File: src/rtl/alu_pkg.sv
// +----------------------------------------------------------------------+
// | alu_pkg : opcode encodings shared by ALU and alu_rr_arbiter          |
// | Rev 1.0                                                              |
// +----------------------------------------------------------------------+
`default_nettype none

package alu_pkg;
  localparam int OPC_W = 6;
  localparam int DATA_W = 32;

  localparam logic [OPC_W-1:0] ADD = 6'd0;
  localparam logic [OPC_W-1:0] SUB = 6'd1;
  localparam logic [OPC_W-1:0] AND = 6'd2;
  localparam logic [OPC_W-1:0] OR  = 6'd3;
  localparam logic [OPC_W-1:0] XOR = 6'd4;
  localparam logic [OPC_W-1:0] SHL = 6'd6;
  localparam logic [OPC_W-1:0] SHR = 6'd7;
  localparam logic [OPC_W-1:0] SRA = 6'd8;
  localparam logic [OPC_W-1:0] SLT = 6'd9;
endpackage

`default_nettype wire

File: src/rtl/alu_rr_arbiter_alu.sv
// +----------------------------------------------------------------------+
// | ALU : combinational 32-bit ALU; undecoded opcodes yield zero         |
// | Rev 1.0                                                              |
// +----------------------------------------------------------------------+
`default_nettype none

module ALU
  import alu_pkg::*;
(
  input  logic [OPC_W-1:0]  i_opcode,
  input  logic [DATA_W-1:0] i_a,
  input  logic [DATA_W-1:0] i_b,
  output logic [DATA_W-1:0] o_y
);

  always_comb begin
    o_y = '0;
    case (i_opcode)
      ADD:     o_y = i_a + i_b;
      SUB:     o_y = i_a - i_b;
      AND:     o_y = i_a & i_b;
      OR:      o_y = i_a | i_b;
      XOR:     o_y = i_a ^ i_b;
      SHL:     o_y = i_a << i_b[4:0];
      SHR:     o_y = i_a >> i_b[4:0];
      SRA:     o_y = $unsigned($signed(i_a) >>> i_b[4:0]);
      SLT:     o_y = {{(DATA_W-1){1'b0}}, ($signed(i_a) < $signed(i_b))};
      default: o_y = '0;
    endcase
  end

endmodule

`default_nettype wire

File: src/rtl/alu_rr_arbiter.sv
// +----------------------------------------------------------------------+
// | alu_rr_arbiter : round-robin sharing of one ALU among N_REQ lanes,   |
// | with a single-entry tagged response buffer                           |
// | Rev 1.0                                                              |
// +----------------------------------------------------------------------+
`default_nettype none

module alu_rr_arbiter
  import alu_pkg::*;
#(
  parameter int N_REQ = 2,
  parameter int ID_W  = $clog2(N_REQ)
) (
  input  logic                    clk,
  input  logic                    rst,
  input  logic [N_REQ-1:0]        req_valid,
  output logic [N_REQ-1:0]        req_ready,
  input  logic [N_REQ*OPC_W-1:0]  req_opcode,
  input  logic [N_REQ*DATA_W-1:0] req_a,
  input  logic [N_REQ*DATA_W-1:0] req_b,
  output logic                    rsp_valid,
  input  logic                    rsp_ready,
  output logic [DATA_W-1:0]       rsp_data,
  output logic [ID_W-1:0]         rsp_id
);

  // Returns {found, index}; scanning offsets high-to-low lets the lowest offset win.
  function automatic logic [ID_W:0] rr_pick(input logic [N_REQ-1:0] v,
                                            input logic [ID_W-1:0]  ptr);
    logic [ID_W:0]   res;
    logic [ID_W-1:0] idx;
    res = '0;
    for (int k = N_REQ - 1; k >= 0; k--) begin
      idx = ID_W'((int'(ptr) + k) % N_REQ);
      if (v[idx]) res = {1'b1, idx};
    end
    return res;
  endfunction

  logic              r_rsp_valid;
  logic [DATA_W-1:0] r_rsp_data;
  logic [ID_W-1:0]   r_rsp_id;
  logic [ID_W-1:0]   r_rr_ptr;

  logic [ID_W:0]     w_pick;
  logic              w_found;
  logic [ID_W-1:0]   w_win;
  logic              w_can_issue;
  logic              w_fire;
  logic [ID_W-1:0]   w_ptr_nxt;
  logic [OPC_W-1:0]  w_opcode;
  logic [DATA_W-1:0] w_a;
  logic [DATA_W-1:0] w_b;
  logic [DATA_W-1:0] w_alu_y;

  logic [OPC_W-1:0]  w_op_arr [N_REQ];
  logic [DATA_W-1:0] w_a_arr  [N_REQ];
  logic [DATA_W-1:0] w_b_arr  [N_REQ];

  generate
    for (genvar gi = 0; gi < N_REQ; gi++) begin : g_unpack
      assign w_op_arr[gi] = req_opcode[gi*OPC_W +: OPC_W];
      assign w_a_arr[gi]  = req_a[gi*DATA_W +: DATA_W];
      assign w_b_arr[gi]  = req_b[gi*DATA_W +: DATA_W];
    end
  endgenerate

  assign w_pick      = rr_pick(req_valid, r_rr_ptr);
  assign w_found     = w_pick[ID_W];
  assign w_win       = w_pick[ID_W-1:0];
  assign w_can_issue = !r_rsp_valid || rsp_ready;
  assign w_fire      = w_found && w_can_issue;
  assign w_ptr_nxt   = (w_win == ID_W'(N_REQ - 1)) ? '0 : w_win + 1'b1;

  assign w_opcode = w_op_arr[w_win];
  assign w_a      = w_a_arr[w_win];
  assign w_b      = w_b_arr[w_win];

  always_comb begin
    req_ready = '0;
    if (w_fire) req_ready[w_win] = 1'b1;
  end

  ALU u_alu (
    .i_opcode (w_opcode),
    .i_a      (w_a),
    .i_b      (w_b),
    .o_y      (w_alu_y)
  );

  // A refill takes priority over a drain so rsp_valid stays high when both happen.
  always_ff @(posedge clk or posedge rst) begin
    if (rst) begin
      r_rsp_valid <= 1'b0;
      r_rsp_data  <= '0;
      r_rsp_id    <= '0;
      r_rr_ptr    <= '0;
    end else if (w_fire) begin
      r_rsp_valid <= 1'b1;
      r_rsp_data  <= w_alu_y;
      r_rsp_id    <= w_win;
      r_rr_ptr    <= w_ptr_nxt;
    end else if (rsp_ready) begin
      r_rsp_valid <= 1'b0;
    end
  end

  assign rsp_valid = r_rsp_valid;
  assign rsp_data  = r_rsp_data;
  assign rsp_id    = r_rsp_id;

endmodule

`default_nettype wire

File: config.mk
export PLATFORM = sky130hd
export DESIGN_NAME = alu_rr_arbiter
export DESIGN_NICKNAME = d
export VERILOG_FILES = /design/src/rtl/alu_pkg.sv /design/src/rtl/alu_rr_arbiter_alu.sv /design/src/rtl/alu_rr_arbiter.sv
export SDC_FILE = /design/constraint.sdc
export NUM_CORES = 1
export LEC_CHECK = 0
export CORE_MARGIN = 1.5
export CORE_UTILIZATION = 40
export DETAILED_ROUTE_END_ITERATION = 10
export GPL_ROUTABILITY_DRIVEN = 0
export SETUP_SLACK_MARGIN = 0.3
export SYNTH_ARGS = -nofsm -noshare
export SYNTH_HDL_FRONTEND = slang
export SYNTH_SLANG_ARGS = --single-unit
File: constraint.sdc
create_clock -name clk -period 5.5 [get_ports clk]
set_input_delay 0.825 -clock clk [delete_from_list [all_inputs] [get_ports clk]]
set_output_delay 0.825 -clock clk [all_outputs]
set_load 0.02 [all_outputs]
-- Word-level counts from Yosys, hierarchy flattened
Cells that the tools add are included.
- logic and storage cells: 57
- register bits: 35
- output and inout port bits: 36
- bits of input ports: 145
- reductions and logical operators: 6
- bitwise operators: 4
- multiplexer cells: 22
- add/sub/neg operators: 4
- order comparisons: 6
- shifts and indexed selects: 3
- equal/unequal tests: 8
- operator list (cell ; count):
    case mux 32 bit (9 select lines) ; 1
    two-way mux 32 bit ; 6
    adder 32 bit ; 1
    bitwise AND 32 bit ; 1
    < comparator 32 bit ; 1
    bitwise OR 32 bit ; 1
    << shifter 32 x 5 -> 32 bit ; 1
    >> shifter 32 x 5 -> 32 bit ; 1
    >>> shifter 32 x 5 -> 32 bit ; 1
    subtractor 32 bit ; 1
    XOR 32 bit ; 1
    equality test 6 x 3 -> 1 bit (second input constant) ; 3
    two-way mux 6 bit ; 3
    equality test 6 x 2 -> 1 bit (second input constant) ; 2
    equality test 6 x 4 -> 1 bit (second input constant) ; 2
    two-way mux 1 bit ; 8
    equality test 6 x 1 -> 1 bit (second input constant) ; 1
    zero test 6 bit ; 1
    < comparator 1 x 2 -> 1 bit (second input constant) ; 3
    two-way mux 2 bit ; 3
    adder 1 bit (second input constant) ; 2
    >= comparator 2 bit (second input constant) ; 1
    logical AND 1 bit ; 2
    inverter 1 -> 2 bit ; 1
    5 further kinds ; 5

-- Logic depth before layout (Yosys ltp)
- depth in word-level cells: 11
- mapped depth: 22
- gate-level depth less buffers: 16

-- Modules after synthesis
Synthesis repeated with hierarchy kept, for this count alone.
- cells, all modules: 1424
- area, all modules: 10625.2 µm²
- by module, submodules not included (module ; instances ; seq. area each (µm²) ; cells each ; area each (µm²)):
    ALU ; 1 ; 0.0 ; 1261 ; 8385.5
    alu_rr_arbiter ; 1 ; 875.8 ; 163 ; 2239.6

-- Least setup slack after synthesis
No wires, ideal clock.
- path type: input to register
- start point: in req_valid[0]
- end point: reg r_rsp_data[23] (netlist: rsp_data[23])
- path buffers: 8
- arrival: 4.798 ns
- stages: 21
- required time: 5.374 ns
- setup time: 0.126 ns
- slack: 0.575 ns
- cells stage by stage: nor2b_1 -> buf_4 -> nor2_1 -> buf_4 -> buf_4 -> buf_2 -> buf_2 -> buf_1 -> buf_1 -> nand2_1 -> nand2_1 -> ha_1 -> buf_4 -> nor2_1 -> a211oi_1 -> o21ai_1 -> o41a_1 -> a311oi_1 -> nor2_1 -> o311a_1 -> a311o_1
- longest elaborated chain between the ends: 10
- elaborated cells on any way between the ends: 35
- classes of those cells: add/sub (2); eq/ne (8); shift (3); mux (16); bitwise (4); reduce/logical (2)
- RTL lines (item ; line ; RTL):
    start, declared ; alu_rr_arbiter.sv:16 ; input logic [N_REQ-1:0] req_valid,
    two-way mux 1 bit (not written as such) (2 in a row) ; alu_rr_arbiter.sv:35 ; if (v[idx]) res = {1'b1, idx};
    two-way mux 2 bit ; alu_rr_arbiter.sv:35 ;
    two-way mux 2 bit (*) ; alu_rr_arbiter.sv:35 ;
    inverter 1 -> 2 bit (not written as such) ; alu_rr_arbiter.sv:75, alu_rr_arbiter.sv:76, alu_rr_arbiter.sv:77 ;
    two-way mux 32 bit (not written as such) (tied with other cells) (3 in a row) ; alu_rr_arbiter.sv:76 ; assign w_a = w_a_arr[w_win];
    subtractor 32 bit (tied with other cells) ; alu_rr_arbiter_alu.sv:20 ; SUB: o_y = i_a - i_b;
    case mux 32 bit (9 select lines) ; alu_rr_arbiter_alu.sv:18 ; case (i_opcode)
    end signal, assigned ; alu_rr_arbiter.sv:100 ; r_rsp_data <= w_alu_y;
    end, declared ; alu_rr_arbiter.sv:41 ; logic [DATA_W-1:0] r_rsp_data;
Every way passes the cells marked *; elsewhere a longest branch is shown, timed or not. The select of a mux whose other input is x is not followed.
A chain may end at the register's enable or synchronous reset.

-- Worst setup path after layout
- start point: in req_valid[0]
- end point: reg r_rsp_data[0] (netlist: rsp_data[0])
- longest elaborated chain between the ends: 10
- elaborated cells on any way between the ends: 36
- classes of those cells: add/sub (2); order compare (1); eq/ne (8); shift (3); mux (16); bitwise (4); reduce/logical (2)
- RTL lines (item ; line):
    two-way mux 1 bit (not written as such) (2 in a row) ; alu_rr_arbiter.sv:35
    two-way mux 2 bit ; alu_rr_arbiter.sv:35
    two-way mux 2 bit (*) ; alu_rr_arbiter.sv:35
    inverter 1 -> 2 bit (not written as such) ; alu_rr_arbiter.sv:75, alu_rr_arbiter.sv:76, alu_rr_arbiter.sv:77
    two-way mux 32 bit (not written as such) (tied with other cells) (3 in a row) ; alu_rr_arbiter.sv:76
    subtractor 32 bit (tied with other cells) ; alu_rr_arbiter_alu.sv:20
    case mux 32 bit (9 select lines) ; alu_rr_arbiter_alu.sv:18
Marks and branches as above.

==> run metrics <==
status=complete, no violations; worst slew pin tran=1.07 ns; Fmax=201 MHz; fin cells=2572; Compound-Gate Fraction of Synth Area=35.3%; Worst EP arrival=5.22 ns; mux cell area share after synthesis=14.3%; Synth Cell Area=13500 um^2; height of the die=187 um; Layout Skew=0.00667 ns; die area=34900 um^2; CTS Hold Bufs=0; layout cells sized above 1=9.89%; Nets=2367; worst r2r dst=rsp_data[21]$_DFFE_PP0P_; Synth-to-Final Area Change=19.0%; crit-path max FO=8; Final Cell Area=16100 um^2; core area=33400 um^2; Hold Path End=rsp_id$_DFFE_PP0P_; WHS=0.487 ns; Synth top area share=9.26%; Initial Utilization=40.5%; H-tree depth=2; largest family of logic cells by synthesized area=compound AO/OA/AOI/OAI gates; Avg Inst Size Synth=6.70 um^2; Yosys reg bits=35; library cells used by synthesis=96; post-DP HPWL=51.2 mm; vias per cell=6.81; Critical Path RT=5.73 ns; hold violation count in the final report=0; unrepaired setup endpoints after global routing=false; number of global-route vias before repair=16133; maximum VDD drop=0.118 mV; I/O Buffers=180; clk slew on worst S/H paths=0.07 ns; Ys Warns=0; Sink Count=35; LEAKAGE=6.66 nW; Slew Viols, Final=0; n_diodes=0; setup tns final=0 ns; clock buffer count from CTS=5; dpl cells=2563; largest cells by area after synthesis=mux2i_1, ha_1, nand2_1, dfrtp_1, a21oi_1; IO Count=181; die width=187 um; Main synth FF type=dfrtp_1; CTS tree=built; Cell Rows=67; relative slew slack=27.9%; DRT Pass-1 Iters=9; post-synthesis xor/xnor area fraction=1.36%; setup violators final=0; GRT Util Overall=36.6%; R2R Path Start=r_rr_ptr$_DFFE_PP0P_; Setup crit start kind=input pin; Root Buffer=clkbuf_16; worst reg2reg path depth=15; clk_lat worst skew=0.31 ns; drt wl/cell=26.0 um; crit end category=flop; Final min period=4.98 ns; antenna viol nets, final=0; critical path class=input pin to flop; Congestion Overflow GR=0; worst hold path type=flop to flop; largest net degree at the start of global routing=70; Mapped Nets=2261; asr flop ratio synth=100%; Fill cells=3487; hold path depth=1; Synth area leader=mux2i_1; max_cap viols=0; Cells after Synth=2017; dpl cell area=15900 um^2; hold_sp=rsp_id$_DFFE_PP0P_; DRC Markers=0; register area share after synthesis=6.48%; via count=17517; Adder-Cell Fraction of Synth Area=9.28%; Post-synth EDFFs=0; first-pass GRT wire length=99.3 mm; r2r setup slk=1.24 ns; Finished Core Util=48.2%; Iteration-0 DRC Markers=2718; Final Cycle Share=90.6%; simple logic cell fraction of the synthesized area=24.6%; WL final=67.0 mm; initial antenna violation count=2; Bufs on Longest Clock Path=2; total power divided by cell area=178 nW/um^2
[layout by cell type, fill, tap and decap left out, types with 36 or more instances in the layout]
cell type and n:
clkdlybuf4s50_1 177, nand3_1 82, mux2i_1 125, nand2_1 308
inv_1 95, nor3_1 36, a31oi_1 42, nor2_1 112
buf_4 91, a211oi_1 46, a21oi_1 144, ha_1 96
o211ai_1 43, mux2_2 53, o21ai_0 135
[state kept, by name (all words and copies together) (netlist names)]
| register | flops |
|---|---|
| r_rr_ptr | 1 |
| rsp_id | 1 |
| rsp_data | 32 |
| rsp_valid | 1 |
[cell type report]
class                   count  area (um^2)  area share (%)
clock buffers               6          139           0.863
clock inverters             2         38.8           0.241
inverters                 100          375            2.33
multi-input cells        1707        11600            71.9
flip-flops and latches     35          876            5.44
well taps                 448          561            3.48
repair buffers            274         2530            15.8
[critical path, cell delays in order]
cell             delay [ns]
clkdlybuf4s50_1        0.53
nor2b_2                0.21
buf_4                  0.16
nor2_4                 0.33
mux2i_1                0.35
inv_1                  0.10
ha_1                   0.39
nor2b_1                0.19
o211ai_1               0.29
a211oi_1               0.18
nor4_4                 0.33
o211ai_2               0.22
a31oi_2                0.29
a21oi_1                0.14
or4_1                  0.50
a41oi_1                0.18
[per-stage QoR]
step           setup slack [ns]  power, W
6_report                  0.518   0.00287
3_3_place_gp              0.298   0.00236
2_1_floorplan             0.575   0.00165
3_5_place_dp              0.162   0.00237
4_1_cts                   0.474   0.00276
5_1_grt                   0.337   0.00300
[where the power goes]
part           leakage [nW]  switching, W  internal (W)
combinational          6.09       0.00142      0.000791
clock                0.0875      0.000153      0.000229
sequential            0.479    0.00000581      0.000263
total                  6.66       0.00158       0.00128
[per-layer routing]
metal | up-vias | global-route usage [%] | part of all wire, %
met2 | 1348 | 54.4 | 41
li1 | 7762 | - | -
met4 | 2 | 23.0 | 7.6
met5 | - | 0 | 0.018
met3 | 279 | 8.37 | 13
met1 | 8126 | 47.6 | 38
[how the worst max path moves through the flow]
stage / from / to / slack [ns] / cells past startpoint
2_1_floorplan: req_valid[0] / rsp_data[23]$_DFFE_PP0P_ / 0.58 / 21
3_3_place_gp: req_valid[0] / rsp_data[31]$_DFFE_PP0P_ / 0.30 / 18
6_report: req_valid[0] / rsp_data[0]$_DFFE_PP0P_ / 0.52 / 16
4_1_cts: req_valid[0] / rsp_data[31]$_DFFE_PP0P_ / 0.47 / 18
5_1_grt: req_valid[0] / rsp_data[21]$_DFFE_PP0P_ / 0.34 / 17
3_5_place_dp: req_valid[0] / rsp_data[31]$_DFFE_PP0P_ / 0.16 / 18
[Yosys cell counts, types with 24 or more instances]
cell and number:
nand2_1 308, a21oi_1 146, o21ai_0 135, mux2i_1 125, nor2_1 114, ha_1 97
inv_1 95, nand3_1 82, buf_2 73, clkbuf_1 72, mux2_2 53, a211oi_1 46
o211ai_1 43, a31oi_1 42, nor3_1 37, dfrtp_1 35, a221oi_1 25, or3_1 24
[cell families (layout without fill, tap and decap cells)]
logic type                 Yosys count  after routing
and+or+nand+nor                    709            709
DFF                                 35             35
buffers and inverters              275            382
AOI/OAI and AO/OA                  696            696
muxes                              182            182
adders and majority gates           99             99
xor gates and xnor gates            21             21
[repair_timing]
action                                  in CTS  in global routing
buffers inserted                             0                  0
endpoints found under the setup margin       0                  5
gates resized for setup                      0                  6
Note: power is estimated with default switching activity, not from simulation.
